File: src/rtl/intr_pkg.sv
// Shared definitions for the interrupt controller: register map, FSM encoding
// and handler-window defaults.
package intr_pkg;

    localparam logic [4:0] ADDR_MASK = 5'b11000;
    localparam logic [4:0] ADDR_PEND = 5'b11001;
    localparam logic [4:0] ADDR_STAT = 5'b11010;
    localparam logic [4:0] ADDR_EOI  = 5'b11011;

    localparam logic [31:0] VEC_LO_DEF = 32'h0000_0180;
    localparam logic [31:0] VEC_HI_DEF = 32'h0000_0200;

    localparam int ID_W = 2;

    typedef enum logic [1:0] {
        IDLE   = 2'b00,
        ASSERT = 2'b01,
        ACTIVE = 2'b10
    } state_t;

    // True when the core PC lies inside the inclusive handler window.
    function automatic logic in_window(input logic [31:0] pc,
                                       input logic [31:0] lo,
                                       input logic [31:0] hi);
        return (pc >= lo) && (pc <= hi);
    endfunction

endpackage

File: src/rtl/intr_ctrl_prio_enc.sv
// Fixed-priority encoder: reports whether any request is set and the index of
// the lowest set bit (index 0 is the highest priority).
module prio_enc #(
    parameter int N     = 4,
    parameter int IDX_W = 2
) (
    input  logic [N-1:0]     req,
    output logic             valid,
    output logic [IDX_W-1:0] index
);

    // Scan from the top down so the lowest set index is written last and wins.
    always_comb begin
        valid = 1'b0;
        index = {IDX_W{1'b0}};
        for (int i = N - 1; i >= 0; i--) begin
            valid = valid | req[i];
            index = req[i] ? i[IDX_W-1:0] : index;
        end
    end

endmodule

File: src/rtl/intr_ctrl.sv
// Interrupt controller: edge-latched pending bits, mask, fixed priority and an
// IDLE/ASSERT/ACTIVE handshake that holds exl until the handler writes EOI.
module intr_ctrl
    import intr_pkg::*;
#(
    parameter int                N_SRC    = 4,
    parameter logic [31:0]       VEC_LO   = VEC_LO_DEF,
    parameter logic [31:0]       VEC_HI   = VEC_HI_DEF,
    parameter logic [N_SRC-1:0]  IV_MASK  = {{(N_SRC-1){1'b0}}, 1'b1},
    parameter logic [N_SRC-1:0]  MASK_RST = {N_SRC{1'b0}}
) (
    input  logic              clk,
    input  logic              rst,
    input  logic              we,
    input  logic [4:0]        addr,
    input  logic [31:0]       dataIn,
    input  logic [N_SRC-1:0]  irq_in,
    input  logic [31:0]       pc_current,
    output logic [31:0]       rdata,
    output logic              exl,
    output logic              iv,
    output logic [ID_W-1:0]   active_id
);

    state_t              state_r;
    state_t              state_s;
    logic [N_SRC-1:0]    pending_r;
    logic [N_SRC-1:0]    pending_s;
    logic [N_SRC-1:0]    mask_r;
    logic [N_SRC-1:0]    irq_prev_r;
    logic [ID_W-1:0]     active_id_r;
    logic                iv_r;
    logic                exl_r;

    logic                wr_mask_s;
    logic                wr_pend_s;
    logic                wr_eoi_s;
    logic                eoi_clr_s;
    logic [N_SRC-1:0]    set_s;
    logic [N_SRC-1:0]    clr_s;
    logic [N_SRC-1:0]    req_s;
    logic                win_valid_s;
    logic [ID_W-1:0]     win_id_s;
    logic                unused_s;

    assign wr_mask_s = we && (addr == ADDR_MASK);
    assign wr_pend_s = we && (addr == ADDR_PEND);
    assign wr_eoi_s  = we && (addr == ADDR_EOI);

    assign set_s = irq_in & ~irq_prev_r;
    assign req_s = pending_r & mask_r;

    assign unused_s = ^{dataIn[31:N_SRC], 1'b0};

    prio_enc #(
        .N     (N_SRC),
        .IDX_W (ID_W)
    ) u_prio_enc (
        .req   (req_s),
        .valid (win_valid_s),
        .index (win_id_s)
    );

    // Next-state logic; EOI is honoured only once the core is in the handler.
    always_comb begin
        state_s   = state_r;
        eoi_clr_s = 1'b0;
        case (state_r)
            IDLE: begin
                if (win_valid_s) begin
                    state_s = ASSERT;
                end else begin
                    state_s = IDLE;
                end
            end
            ASSERT: begin
                if (in_window(pc_current, VEC_LO, VEC_HI)) begin
                    state_s = ACTIVE;
                end else begin
                    state_s = ASSERT;
                end
            end
            ACTIVE: begin
                if (wr_eoi_s) begin
                    state_s   = IDLE;
                    eoi_clr_s = 1'b1;
                end else begin
                    state_s = ACTIVE;
                end
            end
            default: begin
                state_s = IDLE;
            end
        endcase
    end

    // Pending update: new edges are ORed in after clears, so a set beats a clear.
    always_comb begin
        clr_s = {N_SRC{1'b0}};
        if (wr_pend_s) begin
            clr_s = dataIn[N_SRC-1:0];
        end else begin
            clr_s = {N_SRC{1'b0}};
        end
        if (eoi_clr_s) begin
            clr_s = clr_s | ({{(N_SRC-1){1'b0}}, 1'b1} << active_id_r);
        end else begin
            clr_s = clr_s;
        end
        pending_s = (pending_r & ~clr_s) | set_s;
    end

    // Register bank, edge detector, FSM state and registered decoder outputs.
    always_ff @(posedge clk) begin
        if (rst) begin
            state_r     <= IDLE;
            pending_r   <= {N_SRC{1'b0}};
            mask_r      <= MASK_RST;
            irq_prev_r  <= {N_SRC{1'b0}};
            active_id_r <= {ID_W{1'b0}};
            iv_r        <= 1'b0;
            exl_r       <= 1'b0;
        end else begin
            state_r    <= state_s;
            pending_r  <= pending_s;
            irq_prev_r <= irq_in;
            exl_r      <= (state_s == ASSERT) || (state_s == ACTIVE);
            if (wr_mask_s) begin
                mask_r <= dataIn[N_SRC-1:0];
            end
            // The winner is frozen here and held untouched until the next IDLE.
            if ((state_r == IDLE) && win_valid_s) begin
                active_id_r <= win_id_s;
                iv_r        <= IV_MASK[win_id_s];
            end
        end
    end

    // Register read mux, combinational from addr.
    always_comb begin
        rdata = 32'h0000_0000;
        case (addr)
            ADDR_MASK: rdata = {{(32-N_SRC){1'b0}}, mask_r};
            ADDR_PEND: rdata = {{(32-N_SRC){1'b0}}, pending_r};
            ADDR_STAT: rdata = {28'h000_0000, state_r, active_id_r};
            default:   rdata = 32'h0000_0000;
        endcase
    end

    assign exl       = exl_r;
    assign iv        = iv_r;
    assign active_id = active_id_r;

endmodule

File: config.mk
export PLATFORM = sky130hd
export DESIGN_NAME = intr_ctrl
export DESIGN_NICKNAME = d
export VERILOG_FILES = /design/src/rtl/intr_pkg.sv /design/src/rtl/intr_ctrl_prio_enc.sv /design/src/rtl/intr_ctrl.sv
export SDC_FILE = /design/constraint.sdc
export NUM_CORES = 1
export LEC_CHECK = 0
export CELL_PAD_IN_SITES_DETAIL_PLACEMENT = 1
export CELL_PAD_IN_SITES_GLOBAL_PLACEMENT = 1
export CORE_ASPECT_RATIO = 0.75
export CORE_MARGIN = 3
export CORE_UTILIZATION = 19
export CTS_CLUSTER_DIAMETER = 80
export DETAILED_ROUTE_END_ITERATION = 8
export PLACE_DENSITY = 0.84
export SKIP_LAST_GASP = 1
export SYNTH_ARGS = -nofsm -noshare
export SYNTH_HDL_FRONTEND = slang
export SYNTH_SLANG_ARGS = --single-unit
File: constraint.sdc
create_clock -name clk -period 1.5 [get_ports clk]
set_input_delay 0.225 -clock clk [delete_from_list [all_inputs] [get_ports clk]]
set_output_delay 0.225 -clock clk [all_outputs]
set_load 0.01 [all_outputs]
======== Word-level counts from Yosys, hierarchy flattened ========
Cells that the tools add are included.
word-level totals
  bits in registers ....................... 18
  input port bits ......................... 76
  output and inout port bits .............. 36
  logic and storage cells ................. 51
operators by class
  order comparisons ....................... 3
  equality and inequality tests ........... 8
  shift operators ......................... 1
  mux-type cells .......................... 15
  bitwise operators ....................... 10
  reduce and logical (&&, ||, !) cells .... 7
operators with widths
  operator                number
  $ge A32 B9 Y1 const B   1
  $le A32 B10 Y1 const B  1
  $eq A5 B5 Y1 const B    4
  $and A4 B4 Y4           3
  $mux W2                 6
  $pmux W4 S3             1
  $mux W4                 2
  $not A4 Y4              2
  $or A4 B4 Y4            2
  $pmux W2 S3             1
  $logic_and A1 B1 Y1     5
  $eq A2 B1 Y1 const B    2
  $eq A2 B2 Y1 const B    2
  $mux W1                 4
  $shl A1 B2 Y4 const A   1
  $lt A2 B3 Y1 const B    1
  $or A1 B1 Y1            3
  $bmux W1 S2             1
  $logic_not A2 Y1        1
  $logic_or A1 B1 Y1      1

======== Longest topological paths before layout ========
  depth after elaboration ................. 8
  depth in mapped cells ................... 5
  mapped depth without buffers ............ 4

======== Modules after synthesis ========
Synthesis repeated with hierarchy kept, for this count alone.
unflattened totals
  cells, all modules ...................... 145
  area, all modules ....................... 1221.2 um2
modules (own cells, without submodules)
  module     times used  cells each  area an instance (um2)  sequential area each (um2)
  intr_ctrl  1           138         1186.1                  360.3
  prio_enc   1           7           35.0                    0.0

======== Worst setup path after synthesis ========
OpenSTA, ideal clock, no wires.
  path type ............................... reg2reg
  start ................................... reg pending_r[3]
  end ..................................... reg active_id_r[0] (netlist: active_id[0])
  setup time .............................. 0.067 ns
  arrival time ............................ 1.231 ns
  data required time ...................... 1.433 ns
  setup slack ............................. 0.202 ns
  cell stages (with the launch flop) ...... 5
  buffers on the path ..................... 0
  period minus slack after synthesis ...... 1.298 ns
  path through ............................ dfxtp_1 a22oi_1 a311o_1 a221o_1 a21oi_2
between the ends
  word-level cells in the longest chain between the ends .. 5
  elaborated cells between the ends (all ways) .. 9
  those cells by class .................... mux (4); bitwise (4); reduce/logical (1)
ends and longest elaborated chain
  what                                                  line                                                text
  start, declared                                       intr_ctrl.sv:27                                     logic [N_SRC-1:0] pending_r;
  start signal, assigned                                intr_ctrl.sv:117                                    pending_r <= {N_SRC{1'b0}};
  start signal, assigned                                intr_ctrl.sv:125                                    pending_r <= pending_s;
  $and A4 B4 Y4 *                                       intr_ctrl.sv:51                                     assign req_s = pending_r & mask_r;
  $mux W2 or $or A1 B1 Y1 (tied branches) (3 in a row)  intr_ctrl_prio_enc.sv:18, intr_ctrl_prio_enc.sv:17
  $mux W2 or $logic_and A1 B1 Y1 (tied branches)        intr_ctrl_prio_enc.sv:18, intr_ctrl.sv:132
  end signal, assigned                                  intr_ctrl.sv:120                                    active_id_r <= {ID_W{1'b0}};
  end signal, assigned                                  intr_ctrl.sv:133                                    active_id_r <= win_id_s;
  end, declared                                         intr_ctrl.sv:31                                     logic [ID_W-1:0] active_id_r;
Every way passes the cells marked *; elsewhere a longest branch is shown, timed or not.
A chain may end at the register's enable or synchronous reset.

======== Worst setup path after layout ========
  start ................................... reg mask_r[0]
  end ..................................... reg active_id_r[0] (netlist: active_id[0])
between the ends
  word-level cells in the longest chain between the ends .. 3
  elaborated cells between the ends (all ways) .. 4
  those cells by class .................... mux (1); bitwise (2); reduce/logical (1)
ends and longest elaborated chain
  what                    line                      text
  start, declared         intr_ctrl.sv:29           logic [N_SRC-1:0] mask_r;
  start signal, assigned  intr_ctrl.sv:129          mask_r <= dataIn[N_SRC-1:0];
  $and A4 B4 Y4 *         intr_ctrl.sv:51
  $or A1 B1 Y1            intr_ctrl_prio_enc.sv:17  valid = valid | req[i];
  $logic_and A1 B1 Y1     intr_ctrl.sv:132          if ((state_r == IDLE) && win_valid_s) begin
Marked as above.

==> results.txt <==
----------------------------------------------------
[Route]
  Via count normalized by instance count ... approximately 4.1
  Total wire length ... 3.80 mm
  DRT iter0 DRCs ... roughly 60
  DR DRC count ... 0
  Vias ... ~1,200
  First-pass detailed-route iteration total ... 4
  Antenna-violating nets left ... 0
  Routed len/inst ... approximately 14 um

[Floorplanning]
  Top Ports ... about 110
  Die Footprint ... approximately 7000 sq um
  Floorplan Core Area ... between 5000 and 6000 sq um
  Number of standard-cell rows in the floorplan ... 23
  Floorplan die height ... 73.4 um
  Initial cell density of the core ... approximately a fifth
  Die width ... approximately 96 um

[Finish]
  Area grow syn2layout ... 59.4%
  Count of antenna diodes in the layout ... 0
  Layout cells sized above 1 ... 18.0%
  Filler cells ... 675
  Net total in the final layout ... ~280

[GRT]
  Wire length of the first global-routing pass ... 5.82 mm
  Initial antenna violation count ... 0
  Vias in the first global route ... ~1,200
  Gr usage total ... ~11%
  Largest net degree at the start of global routing ... 11
  Grt total ovfl ... 0

[STA]
  Share of the cycle needed by the critical path after routing ... between 90% and 100%
  Post-route minimum period ... ~1.4 ns
  Hold WS ... between 0.4 and 0.5 ns
  Setup violation total in the final timing report ... 0
  RSZ-0062 raised after global routing ... no
  Largest clock skew in the final design ... 0.00253 ns
  Maximum frequency from static timing analysis ... 698 MHz
  Final count of pins violating max slew ... 0
  Final hold violation count ... 0
  Total Negative Setup Slacks ... 0 ns

[Synthesis]
  Share of synthesized registers carrying an async set or reset ... 0%
  Yosys warning count ... 0
  Part of the Yosys area used for sequential elements ... 31.3%
  Main synth FF type ... sky130_fd_sc_hd__dfxtp_1
  Number of register bits inferred by synthesis ... 18
  Number of instances in the synthesized netlist ... approximately 140
  Per-instance average area after synthesis ... around 8.5 sq um
  EDFF count, synth ... 0
  Library cells used by synthesis ... 34
  Synthesized area ... 1150 sq um

[Setup path]
  Endpoint required time on the critical path ... between 1.5 and 2 ns
  Critical Path End Type ... register
  Largest fanout on the critical path ... 5
  Kind of start point of the critical path ... register
  Signal arrival time at the worst endpoint ... about 1.6 ns
  Critical path start-end classification ... reg -> reg

[Clock network]
  Clock tree from TritonCTS ... yes
  Number of clock buffers inserted by TritonCTS ... 3
  Total of hold buffers inserted after clock tree synthesis ... 0
  Clock latency on the worst-skew pair ... between 0.2 and 0.3 ns
  Worst-path clk slew ... approximately 0.070 ns
  Sinks on Clock Net ... 18
  Root cell of the clock tree ... sky130_fd_sc_hd__clkbuf_8
  Number of H-tree levels ... 1
  Max Buffers Root-to-Sink ... 2

[Placed design]
  Weighted congestion at the end of routability-driven global placement ... just under 0.8
  Final HPWL DP ... 3.34 mm
  Port Buffer Count ... 55

[Power and ir drop]
  Max VDD drop ... roughly 0.27 mV
  Static leakage ... between 0.7 and 0.8 nW
  P per Cell Area ... roughly 590 nW/um^2

[Flow run]
  # Max-Cap Violations ... 0

[Min path]
  Hold WC Path Type ... reg -> reg

[Outcome]
  Result of the run ... completed

----------------------------------------------------
==> cell type report <==
class / count / area [sq um] / share of cell area, %
Sequential cell: 18 / 364 / 19.9
Tap cell: 75 / 93.8 / 5.12
Inverter: 2 / 7.51 / 0.410
Timing Repair Buffer: 71 / 638 / 34.8
Clock buffer: 3 / 41.3 / 2.25
Multi-Input combinational cell: 111 / 688 / 37.5
==> metrics by stage <==
step	power, mW	instance area [sq um]	std cells	setup slack [ns]	util [%]
floorplan	0.652	1250	162	0.202	-
global placement	0.760	1780	276	-0.571	31.8
detailed placement	0.765	1780	276	-0.618	31.8
CTS	1.09	1810	279	0.00261	32.4
global route	1.15	1830	280	0.00606	32.8
finish	1.09	1830	280	0.0678	32.8
==> cell usage in the layout, fill, tap and decap left out, types with 2 or more instances in the layout <==
cell type / synthesis / layout
sky130_fd_sc_hd__nand2_1: 13 / 12
sky130_fd_sc_hd__inv_1: 2 / 2
sky130_fd_sc_hd__conb_1: 1 / 28
sky130_fd_sc_hd__dlygate4sd2_1: 0 / 5
sky130_fd_sc_hd__clkbuf_2: 1 / 2
sky130_fd_sc_hd__clkdlybuf4s50_1: 0 / 44
sky130_fd_sc_hd__nand2b_1: 2 / 2
sky130_fd_sc_hd__o21ai_0: 5 / 2
sky130_fd_sc_hd__clkbuf_8: 0 / 3
sky130_fd_sc_hd__nand4_1: 3 / 3
sky130_fd_sc_hd__o21ai_1: 0 / 2
sky130_fd_sc_hd__dfxtp_2: 0 / 3
sky130_fd_sc_hd__a41o_1: 3 / 3
sky130_fd_sc_hd__buf_4: 28 / 15
sky130_fd_sc_hd__nor4_2: 0 / 2
sky130_fd_sc_hd__nor4_1: 6 / 4
sky130_fd_sc_hd__buf_2: 1 / 4
sky130_fd_sc_hd__dfxtp_1: 18 / 15
sky130_fd_sc_hd__mux2i_1: 8 / 8
sky130_fd_sc_hd__nor2b_1: 9 / 9
sky130_fd_sc_hd__nand3_1: 6 / 6
sky130_fd_sc_hd__nor2_1: 11 / 11
==> cell usage after synthesis, types with 2 or more instances <==
cell type | n | area, sq um
sky130_fd_sc_hd__buf_4 | 28 | 210
sky130_fd_sc_hd__dfxtp_1 | 18 | 360
sky130_fd_sc_hd__nand2_1 | 13 | 48.8
sky130_fd_sc_hd__nor2_1 | 11 | 41.3
sky130_fd_sc_hd__nor2b_1 | 9 | 56.3
sky130_fd_sc_hd__mux2i_1 | 8 | 80.1
sky130_fd_sc_hd__nand3_1 | 6 | 30.0
sky130_fd_sc_hd__nor4_1 | 6 | 37.5
sky130_fd_sc_hd__o21ai_0 | 5 | 25.0
sky130_fd_sc_hd__a41o_1 | 3 | 30.0
sky130_fd_sc_hd__nand4_1 | 3 | 18.8
sky130_fd_sc_hd__inv_1 | 2 | 7.51
sky130_fd_sc_hd__nand2b_1 | 2 | 12.5
==> what timing repair did <==
item / CTS / global route
endpoints found under the hold margin: 0 / 0
buffers inserted: 0 / 1
resized for setup: 30 / 11
setup endpoints to repair: 14 / 9
pin swaps: 3 / 6
==> power by group <==
part / internal, mW / leakage [nW] / switching, mW
clock network: 0.178 / 0.0216 / 0.153
registers: 0.498 / 0.148 / 0.0180
logic: 0.145 / 0.596 / 0.0979
==> sequential cells by signal, summed over array words and instances, names as in the netlist <==
register / cells
irq_prev_r: 4
mask_r: 4
pending_r: 4
active_id: 2
state_r: 2
exl: 1
iv: 1
==> cell families after synthesis <==
group                  Yosys count  share of synthesized area, %
other                            1                         0.326
AO/OA/AOI/OAI                   20                          14.0
multiplexers                     8                          6.96
buffers and inverters           33                          20.9
AND/OR/NAND/NOR                 55                          26.4
flip-flops                      18                          31.3
==> worst paths after layout <==
path | start | end | slack [ns] | cells after the start
max reg2reg | mask_r[0] | active_id[0] | 0.07 | 5
min reg2reg | iv | iv | 0.49 | 2
min | iv | iv | 0.49 | 2
max | mask_r[0] | active_id[0] | 0.07 | 5
==> worst max-delay path: stages, from the launching register on <==
cell and delay, ns:
sky130_fd_sc_hd__dfxtp_2 0.33, sky130_fd_sc_hd__buf_4 0.12, sky130_fd_sc_hd__nand2_1 0.06, sky130_fd_sc_hd__a311o_1 0.43, sky130_fd_sc_hd__a221o_1 0.30, sky130_fd_sc_hd__a21oi_2 0.13
==> per-layer routing <==
metal | vias to the layer above | GRT usage (%) | share of wire, %
met1 | 548 | 13.5 | 43
met3 | 4 | 3.38 | 6.7
met2 | 35 | 18.2 | 50
li1 | 571 | - | -
met4 | 0 | 2.37 | 0.71
met5 | - | 0 | 0
Power figures use the tool's default switching activity.
